## config.mk

```make
export PLATFORM = sky130hd
export DESIGN_NAME = alut_lookup_master
export DESIGN_NICKNAME = d
export VERILOG_FILES = /design/src/rtl/alut_lookup_master.sv
export SDC_FILE = /design/constraint.sdc
export NUM_CORES = 1
export LEC_CHECK = 0
export CAP_MARGIN = 20
export CORE_MARGIN = 8
export CORE_UTILIZATION = 40
export DETAILED_ROUTE_END_ITERATION = 8
export DONT_BUFFER_PORTS = 1
export PLACE_DENSITY_LB_ADDON = 0.25
export SKIP_LAST_GASP = 1
export SYNTH_ARGS = -nofsm -noshare
export SYNTH_HDL_FRONTEND = slang
export SYNTH_SLANG_ARGS = --single-unit
```

## constraint.sdc

```tcl
create_clock -name pclk17 -period 3.1 [get_ports pclk17]
set_input_delay 0.465 -clock pclk17 [delete_from_list [all_inputs] [get_ports pclk17]]
set_output_delay 0.465 -clock pclk17 [all_outputs]
set_load 0.005 [all_outputs]
```

## src/rtl/alut_lookup_master.sv

```systemverilog
// alut_lookup_master
// ------------------
// APB master that serves one frame-lookup request at a time for the ALUT.
// For each request it does the following:
//   - programs the destination and source MAC registers,
//   - writes the check command,
//   - polls the status register until the check is no longer active
//     (or gives up after POLL_MAX busy reads),
//   - reads back the destination port vector,
//   - presents the result on a valid/ready response channel.
//
// Ports
//   pclk17, n_p_reset17          clock, asynchronous active-low reset
//   req_valid17 / req_ready17    request handshake
//   req_d_addr17, req_s_addr17   destination / source MAC (48 bits)
//   req_s_port17                 source port (2 bits)
//   rsp_valid17 / rsp_ready17    response handshake
//   rsp_d_port17                 destination port vector (5 bits)
//   rsp_timeout17                lookup timed out, rsp_d_port17 forced to 0
//   busy17                       a lookup or response is in progress
//   psel17 .. pwdata17, prdata17 APB master port. There is no pready,
//                                so every transfer is SETUP + ACCESS.
`timescale 1ns/1ps

module alut_lookup_master #(
  parameter logic [6:0]  REG_CMD     = 7'h00,
  parameter logic [6:0]  REG_DADDR_L = 7'h08,
  parameter logic [6:0]  REG_DADDR_H = 7'h0C,
  parameter logic [6:0]  REG_SADDR_L = 7'h10,
  parameter logic [6:0]  REG_SADDR_H = 7'h14,
  parameter logic [6:0]  REG_STATUS  = 7'h18,
  parameter logic [6:0]  REG_DPORT   = 7'h1C,
  parameter logic [31:0] CMD_CHECK   = 32'h1,
  parameter int          POLL_MAX    = 64
) (
  input  logic        pclk17,
  input  logic        n_p_reset17,
  input  logic        req_valid17,
  output logic        req_ready17,
  input  logic [47:0] req_d_addr17,
  input  logic [47:0] req_s_addr17,
  input  logic [1:0]  req_s_port17,
  output logic        rsp_valid17,
  input  logic        rsp_ready17,
  output logic [4:0]  rsp_d_port17,
  output logic        rsp_timeout17,
  output logic        busy17,
  output logic        psel17,
  output logic        penable17,
  output logic        pwrite17,
  output logic [6:0]  paddr17,
  output logic [31:0] pwdata17,
  input  logic [31:0] prdata17
);

  typedef enum logic [1:0] {
    IDLE,
    SETUP,
    ACCESS,
    RESP
  } state_t;

  // Which register the current APB transfer targets; walks the fixed
  // lookup sequence.
  typedef enum logic [2:0] {
    OP_DADDR_L,
    OP_DADDR_H,
    OP_SADDR_L,
    OP_SADDR_H,
    OP_CMD,
    OP_STATUS,
    OP_DPORT
  } op_t;

  // Counter value that, when one more busy read completes, reaches POLL_MAX.
  localparam logic [7:0] POLL_LAST = 8'(POLL_MAX - 1);

  state_t      state_reg, state_next;
  op_t         op_reg, op_next;
  logic [7:0]  poll_cnt_reg, poll_cnt_next;
  logic [47:0] d_addr_reg, d_addr_next;
  logic [47:0] s_addr_reg, s_addr_next;
  logic [1:0]  s_port_reg, s_port_next;
  logic [4:0]  rsp_d_port_reg, rsp_d_port_next;
  logic        rsp_timeout_reg, rsp_timeout_next;

  logic req_fire;
  logic xfer_write;

  // Status bits above bit0 and d_port bits above [4] carry no meaning here.
  logic unused_prdata;
  assign unused_prdata = ^prdata17[31:5];

  // --------------------------------------------------------------------
  // State registers
  // --------------------------------------------------------------------
  always_ff @(posedge pclk17 or negedge n_p_reset17) begin
    if (!n_p_reset17) begin
      state_reg       <= IDLE;
      op_reg          <= OP_DADDR_L;
      poll_cnt_reg    <= 8'd0;
      d_addr_reg      <= 48'd0;
      s_addr_reg      <= 48'd0;
      s_port_reg      <= 2'd0;
      rsp_d_port_reg  <= 5'd0;
      rsp_timeout_reg <= 1'b0;
    end else begin
      state_reg       <= state_next;
      op_reg          <= op_next;
      poll_cnt_reg    <= poll_cnt_next;
      d_addr_reg      <= d_addr_next;
      s_addr_reg      <= s_addr_next;
      s_port_reg      <= s_port_next;
      rsp_d_port_reg  <= rsp_d_port_next;
      rsp_timeout_reg <= rsp_timeout_next;
    end
  end

  // --------------------------------------------------------------------
  // Next-state logic
  // --------------------------------------------------------------------
  // RESP is a separate state, so IDLE always means "no pending response".
  assign req_ready17 = (state_reg == IDLE);
  assign req_fire    = req_valid17 && req_ready17;

  always_comb begin
    state_next       = state_reg;
    op_next          = op_reg;
    poll_cnt_next    = poll_cnt_reg;
    d_addr_next      = d_addr_reg;
    s_addr_next      = s_addr_reg;
    s_port_next      = s_port_reg;
    rsp_d_port_next  = rsp_d_port_reg;
    rsp_timeout_next = rsp_timeout_reg;

    case (state_reg)
      IDLE: begin
        if (req_fire) begin
          d_addr_next = req_d_addr17;
          s_addr_next = req_s_addr17;
          s_port_next = req_s_port17;
          op_next     = OP_DADDR_L;
          state_next  = SETUP;
        end
      end

      SETUP: begin
        state_next = ACCESS;
      end

      // End of ACCESS: prdata17 is valid here for read transfers.
      // Every path out of ACCESS goes straight to the next SETUP, so
      // transfers run back-to-back.
      ACCESS: begin
        state_next = SETUP;
        case (op_reg)
          OP_DADDR_L: op_next = OP_DADDR_H;
          OP_DADDR_H: op_next = OP_SADDR_L;
          OP_SADDR_L: op_next = OP_SADDR_H;
          OP_SADDR_H: op_next = OP_CMD;
          OP_CMD:     op_next = OP_STATUS;
          OP_STATUS: begin
            if (prdata17[0]) begin
              poll_cnt_next = poll_cnt_reg + 8'd1;
              if (poll_cnt_reg == POLL_LAST) begin
                // Check never finished: report a timeout and skip DPORT.
                rsp_d_port_next  = 5'd0;
                rsp_timeout_next = 1'b1;
                state_next       = RESP;
              end
            end else begin
              op_next = OP_DPORT;
            end
          end
          OP_DPORT: begin
            rsp_d_port_next  = prdata17[4:0];
            rsp_timeout_next = 1'b0;
            state_next       = RESP;
          end
          default: state_next = IDLE;
        endcase
      end

      RESP: begin
        if (rsp_ready17) begin
          poll_cnt_next = 8'd0;
          state_next    = IDLE;
        end
      end

      default: state_next = IDLE;
    endcase
  end

  // --------------------------------------------------------------------
  // Outputs
  // --------------------------------------------------------------------
  assign psel17        = (state_reg == SETUP) || (state_reg == ACCESS);
  assign penable17     = (state_reg == ACCESS);
  assign rsp_valid17   = (state_reg == RESP);
  assign busy17        = (state_reg != IDLE);
  assign rsp_d_port17  = rsp_d_port_reg;
  assign rsp_timeout17 = rsp_timeout_reg;

  // The first five operations are writes; STATUS and DPORT are reads.
  assign xfer_write = (op_reg == OP_DADDR_L) || (op_reg == OP_DADDR_H) ||
                      (op_reg == OP_SADDR_L) || (op_reg == OP_SADDR_H) ||
                      (op_reg == OP_CMD);
  assign pwrite17   = psel17 && xfer_write;

  // Address and data depend only on op_reg, which is held across SETUP
  // and ACCESS. Both are forced to 0 outside a transfer.
  always_comb begin
    paddr17  = 7'd0;
    pwdata17 = 32'd0;
    if (psel17) begin
      case (op_reg)
        OP_DADDR_L: begin
          paddr17  = REG_DADDR_L;
          pwdata17 = d_addr_reg[31:0];
        end
        OP_DADDR_H: begin
          paddr17  = REG_DADDR_H;
          pwdata17 = {16'd0, d_addr_reg[47:32]};
        end
        OP_SADDR_L: begin
          paddr17  = REG_SADDR_L;
          pwdata17 = s_addr_reg[31:0];
        end
        OP_SADDR_H: begin
          paddr17  = REG_SADDR_H;
          pwdata17 = {14'd0, s_port_reg, s_addr_reg[47:32]};
        end
        OP_CMD: begin
          paddr17  = REG_CMD;
          pwdata17 = CMD_CHECK;
        end
        OP_STATUS: paddr17 = REG_STATUS;
        OP_DPORT:  paddr17 = REG_DPORT;
        default: begin
          paddr17  = 7'd0;
          pwdata17 = 32'd0;
        end
      endcase
    end
  end

endmodule

```

After elaboration in Yosys (flattened, before gate mapping)
Cells that the tools add are included.
{"block": "classes", "addsub": 1, "n_eq_ne": 18, "mux": 24, "reduce_logical": 19}
{"cell": "one-hot mux 32 bit (5 select lines)", "count": 1}
{"cell": "2-to-1 mux 32 bit", "count": 1}
{"cell": "one-hot mux 5 bit (6 select lines)", "count": 1}
{"cell": "2-to-1 mux 8 bit", "count": 3}
{"cell": "one-hot mux 3 bit (6 select lines)", "count": 1}
{"cell": "one-hot mux 8 bit (2 select lines)", "count": 1}
{"cell": "AND reduction 4 bit", "count": 3}
{"cell": "2-to-1 mux 5 bit", "count": 2}
{"cell": "one-hot mux 5 bit (2 select lines)", "count": 1}
{"cell": "== test 3 bit (second input constant)", "count": 3}
{"cell": "adder 8 x 1 -> 8 bit (second input constant)", "count": 1}
{"cell": "== test 8 x 6 -> 1 bit (second input constant)", "count": 1}
{"cell": "2-to-1 mux 2 bit", "count": 4}
{"cell": "!= test 2 x 1 -> 1 bit (second input constant)", "count": 4}
{"cell": "one-hot mux 2 bit (4 select lines)", "count": 1}
{"cell": "nonzero test 2 bit", "count": 4}
{"cell": "2-to-1 mux 7 bit", "count": 1}
{"cell": "!= test 7 x 1 -> 1 bit (second input constant)", "count": 1}
{"cell": "== test 3 x 2 -> 1 bit (second input constant)", "count": 2}
{"cell": "2-to-1 mux 3 bit", "count": 2}
{"cell": "one-hot mux 2 bit (3 select lines)", "count": 1}
{"cell": "one-hot mux 3 bit (2 select lines)", "count": 1}
{"cell": "logical OR 1 bit", "count": 5}
{"cell": "OR reduction 5 bit", "count": 1}
{"cell": "11 further kinds", "count": 16}
{"block": "word_totals", "input_bits": 134, "output_inout_bits": 51, "register_bits": 117, "elab_cells": 70}

Depth between registers and ports, before layout
{"block": "logic_depth", "ltp_word": 6, "ltp_mapped": 7}

Worst setup path after synthesis
Ideal clock, no wire load.
{"block": "synth_timing", "kind": "register to output", "start": "register state_reg[0]", "end": "output port pwdata17[21]", "path_stages_with_launch": 7, "path_buffers": 1, "path_slack_ns": 1.058, "required_ns": 2.635, "arrival_ns": 1.577, "cell_sequence": "dfrtp_1 > inv_1 > ha_1 > nand2b_1 > nand2b_1 > clkbuf_1 > nor2_1"}
{"block": "synth_via", "elab_chain_len": 3}
{"item": "from (decl)", "line": "78", "source": "state_t state_reg, state_next;"}
{"item": "from (signal assigned)", "line": "108", "source": "state_reg <= state_next;"}
{"item": "== test 2 x 1 -> 1 bit / == test 2 bit (equally long branches)", "line": "198", "source": "assign psel17 = (state_reg == SETUP) || (state_reg == ACCESS);"}
{"item": "logical OR 1 bit (*)", "line": "198"}
{"item": "via psel17", "line": "48", "source": "output logic psel17,"}
{"item": "2-to-1 mux 32 bit (*)", "line": "216", "source": "if (psel17) begin"}
{"item": "to (decl)", "line": "52", "source": "output logic [31:0] pwdata17,"}
Mark *: on every way through the listed nets, which the timed path passes. The rest lies on a longest branch.

Worst setup path in the final report
{"block": "layout_timing", "start": "register state_reg[0]", "end": "output port pwdata17[30]"}
Same word-level chain as after synthesis.

==> impl_metrics.py <==
metrics = {
    "die": {
        "io_pins": 185,
        "die_h_um": 133,
        "dieArea_um2": 17700,
        "core_um2": 13300,
        "fp-row-count": 42,
        "die_x_um": 133,
        "start_util_pct": 41.1,
    },
    "route": {
        "drc_errors": 0,
        "antenna_left": 0,
        "firstDrtPassIters": 4,
        "vias_per_cell": 5.46,
        "drt_iter0_markers": 194,
        "num_vias": 3289,
        "wl_per_cell_um": 21.0,
        "wl_um": 12700,
    },
    "layout": {
        "ff_latch_area_um2": 2930,
        "final_nets": 550,
        "area_growth_pct": 13.8,
        "nFillCells": 1197,
        "multi_input_area_um2": 2390,
        "layout-drive-gt1-share_pct": 37.2,
    },
    "worst_setup_path": {
        "cp_max_fo": 14,
        "crit_end": "pwdata17[30]",
        "rr_startpoint": "op_reg[0]$_DFFE_PN0P_",
        "ff2ff_path_depth": 4,
        "start_kind": "flop",
        "required_ns": 2.63,
        "endpoint_kind": "output port",
        "r2r-end": "poll_cnt_reg[7]$_DFFE_PN0P_",
        "crit_type": "flop to output port",
        "critical_path_arrival_ns": 2.19,
        "r2r_slack_ns": 0.82,
        "crit_path_start": "state_reg[0]$_DFFE_PN0P_",
    },
    "yosys": {
        "synth_area_per_cell_um2": 13.3,
        "ys_types": 39,
        "yosys_warnings": 0,
        "yosysSeqAreaShare_pct": 53.6,
        "synth-seq-cells": 117,
        "synth_area_um2": 5470,
        "syn_inst": 411,
    },
    "sta": {
        "hold_viol": 117,
        "relSlewSlack_pct": 47.7,
        "fin_crit_sh_pct": 85.7,
        "min_period_ns": 2.66,
        "final-setup-viol-count": 0,
        "tightest_slew_ns": 0.784,
        "hold_slack_ns": -0.243,
        "slew_viol_final": 0,
        "finClkSkew_ns": 0.00341,
        "finalWorstSetupSlack_ns": 0.442,
        "rsz0062_at_grt": "false",
        "fmax_mhz": 376,
        "finalSetupTns_ns": 0,
    },
    "global_route": {
        "grt_start_max_net_pins": 118,
        "grt_usage_pct": 14.8,
        "grt.overflow.total": 0,
        "antenna_found_initial": 1,
        "grt_pass1_vias": 3472,
        "grt_pass1_wl_um": 20100,
    },
    "clock_network": {
        "htreeDepth": 4,
        "cts_buffer_depth": 2,
        "cts_num_sinks": 117,
        "clk_pin_slew_ns": 0.05,
        "root_buffer": "clkbuf_16",
        "cts_tree": "built",
        "cts_inserted_buffers": 17,
        "worstSkewPairLatency_ns": 0.41,
    },
    "status": {
        "violations": "hold timing",
        "status": "complete, but fails checks",
    },
    "hold_path": {
        "hold_class": "input port to asynchronous set/reset pin",
    },
    "placed_design": {
        "portBuffers": 0,
        "dp_slack_ns": 0.788,
        "place_congestion": 0.740,
        "hpwl_um": 8800,
    },
    "job": {
        "cap_violations": 0,
    },
    "power_and_ir_drop": {
        "leakage_uw": 0.00261,
        "p_per_area_nw_per_um2": 1170,
        "ir_drop_v": 0.000484,
    },
}
worst min path at each step:
stage	end	slack, ns	from
final	s_addr_reg[40]$_DFFE_PN0P_	-0.24	n_p_reset17
after global placement	s_addr_reg[8]$_DFFE_PN0P_	0.17	n_p_reset17
after detailed placement	s_addr_reg[40]$_DFFE_PN0P_	0.17	n_p_reset17
after floorplan	d_addr_reg[0]$_DFFE_PN0P_	0.17	n_p_reset17
after CTS	s_addr_reg[11]$_DFFE_PN0P_	-0.27	n_p_reset17
after global routing	s_addr_reg[40]$_DFFE_PN0P_	-0.27	n_p_reset17
through the flow:
step | area (µm²) | util (%) | power (µW) | std cells | hold WS (ns)
after CTS | 6220 | 46.8 | 7380 | 601 | -0.269
after global routing | 6220 | 46.8 | 7740 | 601 | -0.273
after detailed placement | 5650 | 42.5 | 5490 | 569 | 0.173
after floorplan | 5480 | - | 4810 | 414 | 0.169
final | 6220 | 46.8 | 7260 | 602 | -0.243
after global placement | 5650 | 42.5 | 5380 | 569 | 0.173
final cells by class:
cell class              count  share of cell area [%]
diodes                      1                  0.0402
clock buffers              20                    7.50
clock inverters            12                    1.67
inverters                   7                   0.422
multi-input cells         262                    38.5
flip-flops and latches    117                    47.1
well taps                 176                    3.54
repair buffers              7                    1.25
kinds of logic after synthesis:
kind of cell | after synthesis | share of synthesized area (%)
other cells | 1 | 0.0686
buf+inv | 35 | 2.98
mux | 130 | 29.5
simple gates | 82 | 7.78
flops | 117 | 53.6
fa+ha+maj | 4 | 0.916
compound gates | 42 | 5.20
cells in the mapped netlist:
library cell	n	share of area [%]
dfrtp_1	117	54
mux2_2	99	20
nor2_1	23	1.6
nor2b_1	19	2.2
nand2_1	18	1.2
clkbuf_1	16	1.1
mux2i_1	16	2.9
mux4_2	15	6.2
o21ai_0	9	0.82
a21oi_1	8	0.73
buf_2	7	0.64
inv_1	7	0.48
a22o_1	6	0.96
a31oi_1	6	0.69
buf_4	4	0.55
ha_1	4	0.92
o21a_1	4	0.55
nand2b_1	3	0.34
nand3_1	3	0.27
nor3_1	3	0.27
nor4_1	3	0.34
or3_1	3	0.34
a221o_1	2	0.37
a211o_1	1	0.16
a21boi_0	1	0.14
a32o_1	1	0.18
and2_1	1	0.11
buf_6	1	0.21
conb_1	1	0.069
nand3b_1	1	0.14
nand3b_4	1	0.37
nor3b_1	1	0.14
nor4b_1	1	0.16
o21ai_1	1	0.091
o311ai_1	1	0.16
o31a_1	1	0.16
o32a_1	1	0.18
or2_2	1	0.11
or4b_1	1	0.18
power breakdown:
group,leakage [µW],switching [µW],internal [µW]
Sequential,0.00138,510,2270
Clock,0.000266,693,1160
Combinational,0.000961,1180,1450
worst max-delay path, stage by stage (launching register included):
cell,delay (ns)
dfrtp_1,0.39
inv_1,0.08
ha_1,0.46
nand2b_1,0.11
nand2b_1,0.44
nor2_1,0.30
placed cells by master, fill, tap and decap left out, types with 4 or more instances in the layout:
cell / netlist / layout
a22o_1: 6 / 6
o21a_1: 4 / 4
nor2_1: 23 / 23
mux4_2: 15 / 15
mux2i_1: 16 / 16
buf_4: 4 / 5
nor2b_1: 19 / 19
clkbuf_16: 0 / 17
dfrtp_1: 117 / 115
mux2_2: 99 / 99
clkinv_2: 0 / 4
conb_1: 1 / 4
a21oi_1: 8 / 8
a31oi_1: 6 / 6
clkinvlp_4: 0 / 6
ha_1: 4 / 4
nand2_1: 18 / 17
o21ai_0: 9 / 9
inv_1: 7 / 7
what timing repair did:
item | in CTS | in global routing
endpoints found under the hold margin | 117 | 117
resized for setup | 0 | 0
setup buffers | 0 | 0
metal layers:
layer	up-vias	track usage (%)	wire length (µm)
li1	1480	-	-
met1	1698	16.2	5020
met2	93	24.3	6480
met3	16	6.25	930
met4	2	6.81	208
met5	-	0	17
(Power assumes the default switching activity.)
